<file path="src/rtl/vibrato_pkg.sv">
// Shared types for the time-multiplexed vibrato scheduler.
// Per-voice config, LFO state and one-step result bundles.
`timescale 1ns/1ps
package vibrato_pkg;

    localparam int DEPTH_W = 4;
    localparam int SPEED_W = 8;

    typedef struct packed {
        logic               en;
        logic [DEPTH_W-1:0] depth;
        logic [SPEED_W-1:0] speed;
    } vcfg_t;

    typedef struct packed {
        logic [SPEED_W-1:0] div;
        logic               dir;
        logic [DEPTH_W-1:0] val;
    } vstate_t;

    typedef struct packed {
        vstate_t            nxt;
        logic               load_off;
        logic [DEPTH_W-1:0] off;
    } vstep_t;

endpackage

</file>
<file path="src/rtl/vibrato_step_calc.sv">
// Combinational next-state of one voice's triangle LFO.
// In: cfg, st, off (current offset). Out: res (next state, offset load).
`timescale 1ns/1ps
module vibrato_step_calc
    import vibrato_pkg::*;
(
    input  vcfg_t              cfg,
    input  vstate_t            st,
    input  logic [DEPTH_W-1:0] off,
    output vstep_t             res
);

    always_comb begin
        res     = '0;
        res.nxt = st;
        if (!cfg.en) begin
            // Disabled: clear everything, report only a real change.
            res.nxt      = '0;
            res.load_off = |off;
            res.off      = '0;
        end else if (st.div != cfg.speed) begin
            res.nxt.div = st.div + 1'b1;
        end else begin
            res.nxt.div  = '0;
            res.load_off = 1'b1;
            res.off      = st.val;
            unique case (1'b1)
                (!st.dir && (st.val < cfg.depth)):
                    res.nxt.val = st.val + 1'b1;
                (!st.dir && (st.val >= cfg.depth)):
                    res.nxt.dir = 1'b1;
                (st.dir && (st.val != '0)):
                    res.nxt.val = st.val - 1'b1;
                default:
                    res.nxt.dir = 1'b0;
            endcase
        end
    end

endmodule

</file>
<file path="src/rtl/vibrato_scheduler.sv">
// Round-robin vibrato engine shared by NUM_VOICES voices.
// Ports: clk, rst (async low), cfg_* write port, vibrato_o, upd_o, upd_voice_o.
`timescale 1ns/1ps
module vibrato_scheduler
    import vibrato_pkg::*;
#(
    parameter int NUM_VOICES = 4,
    parameter int VIDX_W     = 2
) (
    input  logic                    clk,
    input  logic                    rst,
    input  logic                    cfg_we,
    input  logic [VIDX_W-1:0]       cfg_voice,
    input  logic                    cfg_enable,
    input  logic [DEPTH_W-1:0]      cfg_depth,
    input  logic [SPEED_W-1:0]      cfg_speed,
    output logic [4*NUM_VOICES-1:0] vibrato_o,
    output logic                    upd_o,
    output logic [VIDX_W-1:0]       upd_voice_o
);

    logic [VIDX_W-1:0]  slot;
    vcfg_t              cfg_q [NUM_VOICES];
    vstate_t            st_q  [NUM_VOICES];
    logic [DEPTH_W-1:0] off_q [NUM_VOICES];
    vstep_t             res;
    vcfg_t              wr_cfg;
    logic               collide;

    assign wr_cfg  = '{en: cfg_enable, depth: cfg_depth, speed: cfg_speed};
    assign collide = cfg_we && (cfg_voice == slot);

    vibrato_step_calc u_calc (
        .cfg (cfg_q[slot]),
        .st  (st_q[slot]),
        .off (off_q[slot]),
        .res (res)
    );

    always_ff @(posedge clk or negedge rst) begin
        if (!rst) begin
            slot        <= '0;
            upd_o       <= 1'b0;
            upd_voice_o <= '0;
            for (int i = 0; i < NUM_VOICES; i++) begin
                cfg_q[i] <= '0;
                st_q[i]  <= '0;
                off_q[i] <= '0;
            end
        end else begin
            // Power-of-two voice count: natural wrap.
            slot  <= slot + 1'b1;
            upd_o <= 1'b0;
            // A write to the visited voice discards its step.
            if (!collide) begin
                st_q[slot] <= res.nxt;
                if (res.load_off) begin
                    off_q[slot] <= res.off;
                    upd_o       <= 1'b1;
                    upd_voice_o <= slot;
                end
            end
            if (cfg_we) begin
                cfg_q[cfg_voice] <= wr_cfg;
                st_q[cfg_voice]  <= '0;
            end
        end
    end

    for (genvar v = 0; v < NUM_VOICES; v++) begin : g_pack
        assign vibrato_o[4*v +: 4] = off_q[v];
    end

endmodule

</file>
<file path="config.mk">
export PLATFORM = sky130hd
export DESIGN_NAME = vibrato_scheduler
export DESIGN_NICKNAME = d
export VERILOG_FILES = /design/src/rtl/vibrato_pkg.sv /design/src/rtl/vibrato_step_calc.sv /design/src/rtl/vibrato_scheduler.sv
export SDC_FILE = /design/constraint.sdc
export NUM_CORES = 1
export LEC_CHECK = 0
export CAP_MARGIN = 20
export CORE_MARGIN = 3
export CORE_UTILIZATION = 60
export CTS_CLUSTER_SIZE = 10
export DETAILED_ROUTE_END_ITERATION = 7
export PLACE_DENSITY = 0.8
export SETUP_SLACK_MARGIN = 0.05
export SYNTH_ARGS = -nofsm -noshare
export SYNTH_HDL_FRONTEND = slang
export SYNTH_SLANG_ARGS = --single-unit
</file>
<file path="constraint.sdc">
create_clock -name clk -period 9 [get_ports clk]
set_input_delay 1.35 -clock clk [delete_from_list [all_inputs] [get_ports clk]]
set_output_delay 1.35 -clock clk [all_outputs]
set_load 0.1 [all_outputs]
</file>
==> Word level (Yosys, flattened, before mapping) <==
Cells that the tools add are included.
{ "totals": {"reg_bits": 125, "input_bits": 18, "output_inout_bits": 19, "elab_cells": 86} }
{ "classes": {"add_sub_neg": 4, "magnitude_cmp": 6, "eq_ne": 2, "mux": 27, "bitwise": 5, "n_reduce_logical": 11} }
{ "ops": {"columns": ["cell", "n"], "rows": [
  ["bitwise mux 52 bit", 2],
  ["2-to-1 mux 52 bit", 2],
  ["2-to-1 mux 13 bit", 6],
  ["bitwise AND 52 bit", 1],
  ["binary-select mux 13 bit (select 2 bit)", 2],
  ["demux 13 bit (select 2 bit)", 2],
  ["NOT 52 bit", 1],
  ["2-to-1 mux 18 bit", 1],
  ["bitwise mux 16 bit", 1],
  ["2-to-1 mux 4 bit", 3],
  ["2-to-1 mux 10 bit", 1],
  ["adder 8 x 1 -> 8 bit, second input constant", 1],
  ["binary-select mux 4 bit (select 2 bit)", 1],
  ["demux 4 bit (select 2 bit)", 1],
  ["2-to-1 mux 8 bit", 1],
  ["inequality test 8 bit", 1],
  ["case mux 4 bit (2 select lines)", 1],
  ["greater-or-equal comparator 3 bit, second input constant", 2],
  ["logical AND 1 bit", 6],
  ["< comparator 3 x 1 -> 1 bit, second input constant", 2],
  ["NOT 2 -> 3 bit", 2],
  ["adder 4 x 1 -> 4 bit, second input constant", 1],
  ["greater-or-equal comparator 4 bit", 1],
  ["< comparator 4 bit", 1],
  ["other kinds (11)", 12]
]} }

==> Depth between registers and ports, before layout <==
{ "logic_depth": {"word_depth": 14, "depth_mapped": 13, "depth_no_buf": 9} }

==> Hierarchy <==
Synthesis repeated with hierarchy kept, for this count alone.
{ "hier_totals": {"cells_unflattened": 521, "hier_area_um2": 6616.3} }
{ "modules_own_cells": {"columns": ["module", "n_inst", "cells_per_inst", "area_per_inst_um2"], "rows": [
  ["vibrato_scheduler", 1, 439, 6020.8],
  ["vibrato_step_calc", 1, 82, 595.6]
]} }

==> Least setup slack after synthesis <==
No wires, ideal clock.
{ "synth_path": {"kind": "reg-to-reg", "from": "reg slot[0]", "to": "reg st_q[40] in the netlist's numbering", "setup_ns": 0.087, "arrival_ns": 3.460, "t_required_ns": 8.913, "slack_ns": 5.454, "path_stages_with_launch": 14, "path_cell_list": "dfrtp_1 -> buf_2 -> buf_6 -> buf_6 -> buf_2 -> mux4_2 -> inv_1 -> ha_1 -> and4b_1 -> a2111oi_2 -> nor2_2 -> nor3_4 -> mux2_4 -> a211oi_2"} }
{ "synth_between": {"elab_chain_cells": 13, "elab_cells_between_ends": 29, "classes_between": "2 x add/sub; 3 x order compare; 2 x eq/ne; 14 x mux; 2 x bitwise; 6 x reduce/logical"} }
{ "synth_rtl": {"columns": ["item", "line_no", "source"], "rows": [
  ["start: declaration", "vibrato_scheduler.sv:22", "logic [VIDX_W-1:0] slot;"],
  ["start signal: assignment", "vibrato_scheduler.sv:52", "slot <= slot + 1'b1;"],
  ["NOT 2 -> 3 bit (not written as such)", "vibrato_scheduler.sv:34, vibrato_scheduler.sv:35, vibrato_scheduler.sv:56", null],
  ["binary-select mux 13 bit (select 2 bit) (on tied branches)", "vibrato_scheduler.sv:35, vibrato_scheduler.sv:34", null],
  ["2-to-1 mux 13 bit (on tied branches) (2 in a row)", "vibrato_scheduler.sv:35, vibrato_scheduler.sv:34", null],
  ["< comparator 4 bit (tied with other cells)", "vibrato_step_calc.sv:28", "(!st.dir && (st.val < cfg.depth)):"],
  ["logical AND 1 bit (on tied branches)", "vibrato_step_calc.sv:28, vibrato_step_calc.sv:32", null],
  ["case mux 4 bit (2 select lines)", "vibrato_step_calc.sv:27", "unique case (1'b1)"],
  ["2-to-1 mux 10 bit", "vibrato_step_calc.sv:21", "end else if (st.div != cfg.speed) begin"],
  ["2-to-1 mux 18 bit", "vibrato_step_calc.sv:16", "if (!cfg.en) begin"],
  ["bitwise mux 52 bit", "vibrato_scheduler.sv:56", "st_q[slot] <= res.nxt;"],
  ["2-to-1 mux 52 bit (*)", "vibrato_scheduler.sv:55", "if (!collide) begin"],
  ["bitwise AND 52 bit (no source line)", null, null],
  ["2-to-1 mux 52 bit (*)", "vibrato_scheduler.sv:63", "if (cfg_we) begin"],
  ["end signal: indexed assignment", "vibrato_scheduler.sv:56", null],
  ["end: declaration", "vibrato_scheduler.sv:24", "vstate_t st_q [NUM_VOICES];"]
]} }
Mark *: on every way between the ends. The rest lies on a longest branch, timed or not. The select of a mux whose other input is x is not followed.
A chain may end at the register's enable or synchronous reset.

==> Worst setup path after layout <==
{ "layout_path": {"from": "reg slot[0]", "to": "reg st_q[3] in the netlist's numbering"} }
The elaborated chain is that of the path after synthesis.

==> flow_summary.toml <==
[worst_setup_path]
end_kind = "flip-flop"
crit_type = "flip-flop to flip-flop"
ff2ff_path_depth = 10
start_kind = "flip-flop"
path_max_fanout = 33
cp-startpoint = "slot[0]"
r2r_end = "st_q[3]"
worstPathArrival_ps = 4220
timing.rr.start = "slot[0]"
r2r_setup_slack_ps = 5170
endpoint = "st_q[3]"
critPathRequiredTime_ps = 9380

[clock_tree]
root_buffer = "clkbuf_8"
post_cts_buffers = 0
cts_max_level = 4
cts_max_path_buffers = 2
clk_latency_ps = 530
numClockSinks = 125
cts_tree = "done"
cts_buffers = 17
cts.reportedPaths.clkPinSlew_ps = 60
hold_buffers = 0
cts_resized = 0

[timing]
skew_ps = 8.91
rsz0062_at_grt = "false"
slew_violations = 0
fmax_mhz = 261
hold_viol = 0
slew_headroom = 0.330
min_period_over_period = 0.426
period_needed_ps = 3830
setup_viol = 0
hold_ws_ps = 474
fin_setup_tns_ps = 0
tightest_slew_ps = 1000

[yosys]
ys_seq_area_frac = 0.493
synth_cell_type_count = 56
async_flop_share = 1.00
synth_flop_cell = "dfrtp_1"
synth_warnings = 0
syn-instance-count = 577
syn_avg_cell_area_um2 = 11.0
synth_edf_count = 0
ys_ff_latch = 125
syn_nets = 607
syn-cell-area_um2 = 6340

[placement]
postPlaceCellArea_um2 = 6740
port_buffers = 36
gp_congestion = 0.878
dp_cells = 713
hpwl_um = 9280

[global_routing]
grt-ovfl-total = 0
antenna_found_initial = 0
grt_pass1_vias = 4950
grt_use_total = 0.277
grt_pass1_wl_um = 24800
grt_max_degree = 73

[routing]
drt-vias-per-instance = 6.49
drt_wl_total_um = 15500
routed-via-count = 4850
first_iter_violations = 354
wl_per_cell_um = 20.7
drt.antenna.violating_nets = 0
drc = 0
drt_pass1_iterations = 5

[floorplan]
die_h_um = 109
io-pin-count = 37
initial_core_util = 0.634
fp.dieArea_um2 = 11800
rows = 36
coreArea_um2 = 10000
die_width_um = 109

[power]
power_density_nw_per_um2 = 219
p_leak_nw = 3.25
ir_drop_v = 0.000138
finalPower_mw = 1.63

[finish]
final_cell_area_um2 = 7440
drive_above_1_share = 0.182
stdcell_count = 747
fillerInstances = 638
layout.nets = 631
area_growth_pct = 17.3
antenna_cells = 0

[worst_hold_path]
hold_path.class = "flip-flop to flip-flop"

[run]
drv_cap = 0

[status]
status = "complete, no violations"
==> how the worst min path moves through the flow <==
stage                 to  depth (start not counted)  slack [ps]  startpoint
4_1_cts        cfg_q[31]                          2         480   cfg_q[31]
3_5_place_dp   cfg_q[31]                          2         460   cfg_q[31]
3_3_place_gp   cfg_q[33]                          2         450   cfg_q[33]
2_1_floorplan   cfg_q[0]                          2         440    cfg_q[0]
5_1_grt        cfg_q[31]                          2         510   cfg_q[31]
6_report       cfg_q[31]                          2         470   cfg_q[31]
==> flip-flops by register name, indices dropped and copies added, names as in the netlist <==
| name | count |
|---|---|
| st_q | 52 |
| upd_o | 1 |
| upd_voice_o | 2 |
| cfg_q | 52 |
| slot | 2 |
| vibrato_o | 16 |
==> logic make-up after synthesis <==
| logic type | Yosys count | share of synthesized area |
|---|---|---|
| fa+ha+maj | 12 | 0.0249 |
| flops | 125 | 0.493 |
| mux | 61 | 0.154 |
| compound gates | 84 | 0.0904 |
| buf+inv | 48 | 0.0332 |
| simple gates | 230 | 0.177 |
| xor+xnor | 17 | 0.0270 |
==> final cells by class <==
| cell class | instances | area (um^2) | area share |
|---|---|---|---|
| Sequential cell | 125 | 3130 | 0.421 |
| Multi-Input combinational cell | 404 | 3010 | 0.405 |
| Timing Repair Buffer | 43 | 450 | 0.0606 |
| Clock buffer | 18 | 428 | 0.0575 |
| Clock inverter | 14 | 215 | 0.0289 |
| Tap cell | 133 | 166 | 0.0224 |
| Inverter | 10 | 37.5 | 0.00505 |
==> cell usage after synthesis (2+ instances only) <==
master	n	area, um^2
mux2_1	2	22.5
a31oi_1	3	18.8
and3_1	8	50.1
nor2b_1	2	12.5
inv_1	9	33.8
o21ai_1	4	20.0
a22o_1	4	35.0
clkbuf_1	27	101
mux2_2	27	304
buf_1	2	7.51
and2_1	5	31.3
or3_1	33	206
mux4_2	26	586
xnor2_1	8	70.1
a32o_1	12	120
nand3b_1	3	22.5
o21ai_0	3	15.0
buf_6	3	33.8
a211oi_1	8	60.1
nor3_1	6	30.0
nand2_1	127	477
xor2_1	6	52.6
nor2_1	13	48.8
a21oi_1	39	195
nor2_2	2	12.5
dfrtp_1	125	3130
or4_1	4	30.0
buf_2	6	30.0
a21o_1	3	22.5
xnor2_2	3	48.8
nand3_1	14	70.1
nand4_1	2	12.5
mux2i_1	5	50.1
ha_1	11	138
==> through the flow <==
step	util	worst slack [ps]
after floorplan	-	5450
after global placement	0.674	5320
after detailed placement	0.674	5190
after CTS	0.738	5170
after global routing	0.744	4930
final	0.744	5170
==> critical path: stages, from the launching register on <==
cell and delay (ps):
dfrtp_2 330, buf_4 510, mux4_2 730, o41a_1 570
ha_1 360, a21o_1 170, a31oi_1 170, mux2i_1 330
nor4_1 100, o21ai_1 280, a21oi_1 130
==> layer usage <==
metal | share of wire | GRT usage | up-vias | wire length (um)
met5 | 0 | 0 | - | 0
met4 | 0.026 | 0.110 | 0 | 399
met3 | 0.068 | 0.0669 | 50 | 1050
met2 | 0.50 | 0.444 | 228 | 7720
met1 | 0.41 | 0.369 | 2455 | 6300
li1 | - | - | 2117 | -
==> cells in the final DEF (no fill, tap or decap), types with 9 or more instances in the layout <==
| cell type | n |
|---|---|
| nand2_1 | 127 |
| dfrtp_1 | 124 |
| a21oi_1 | 39 |
| clkdlybuf4s50_1 | 35 |
| or3_1 | 33 |
| mux2_2 | 27 |
| mux4_2 | 26 |
| clkbuf_16 | 16 |
| nand3_1 | 14 |
| nor2_1 | 12 |
| a32o_1 | 12 |
| ha_1 | 11 |
| inv_1 | 9 |
==> where the power goes <==
part	internal (mW)	leakage, nW	switching [mW]
combinational	0.0916	1.30	0.145
clock	0.486	0.312	0.256
sequential	0.617	1.63	0.0315
No activity file was read; power rests on OpenSTA's default activity.
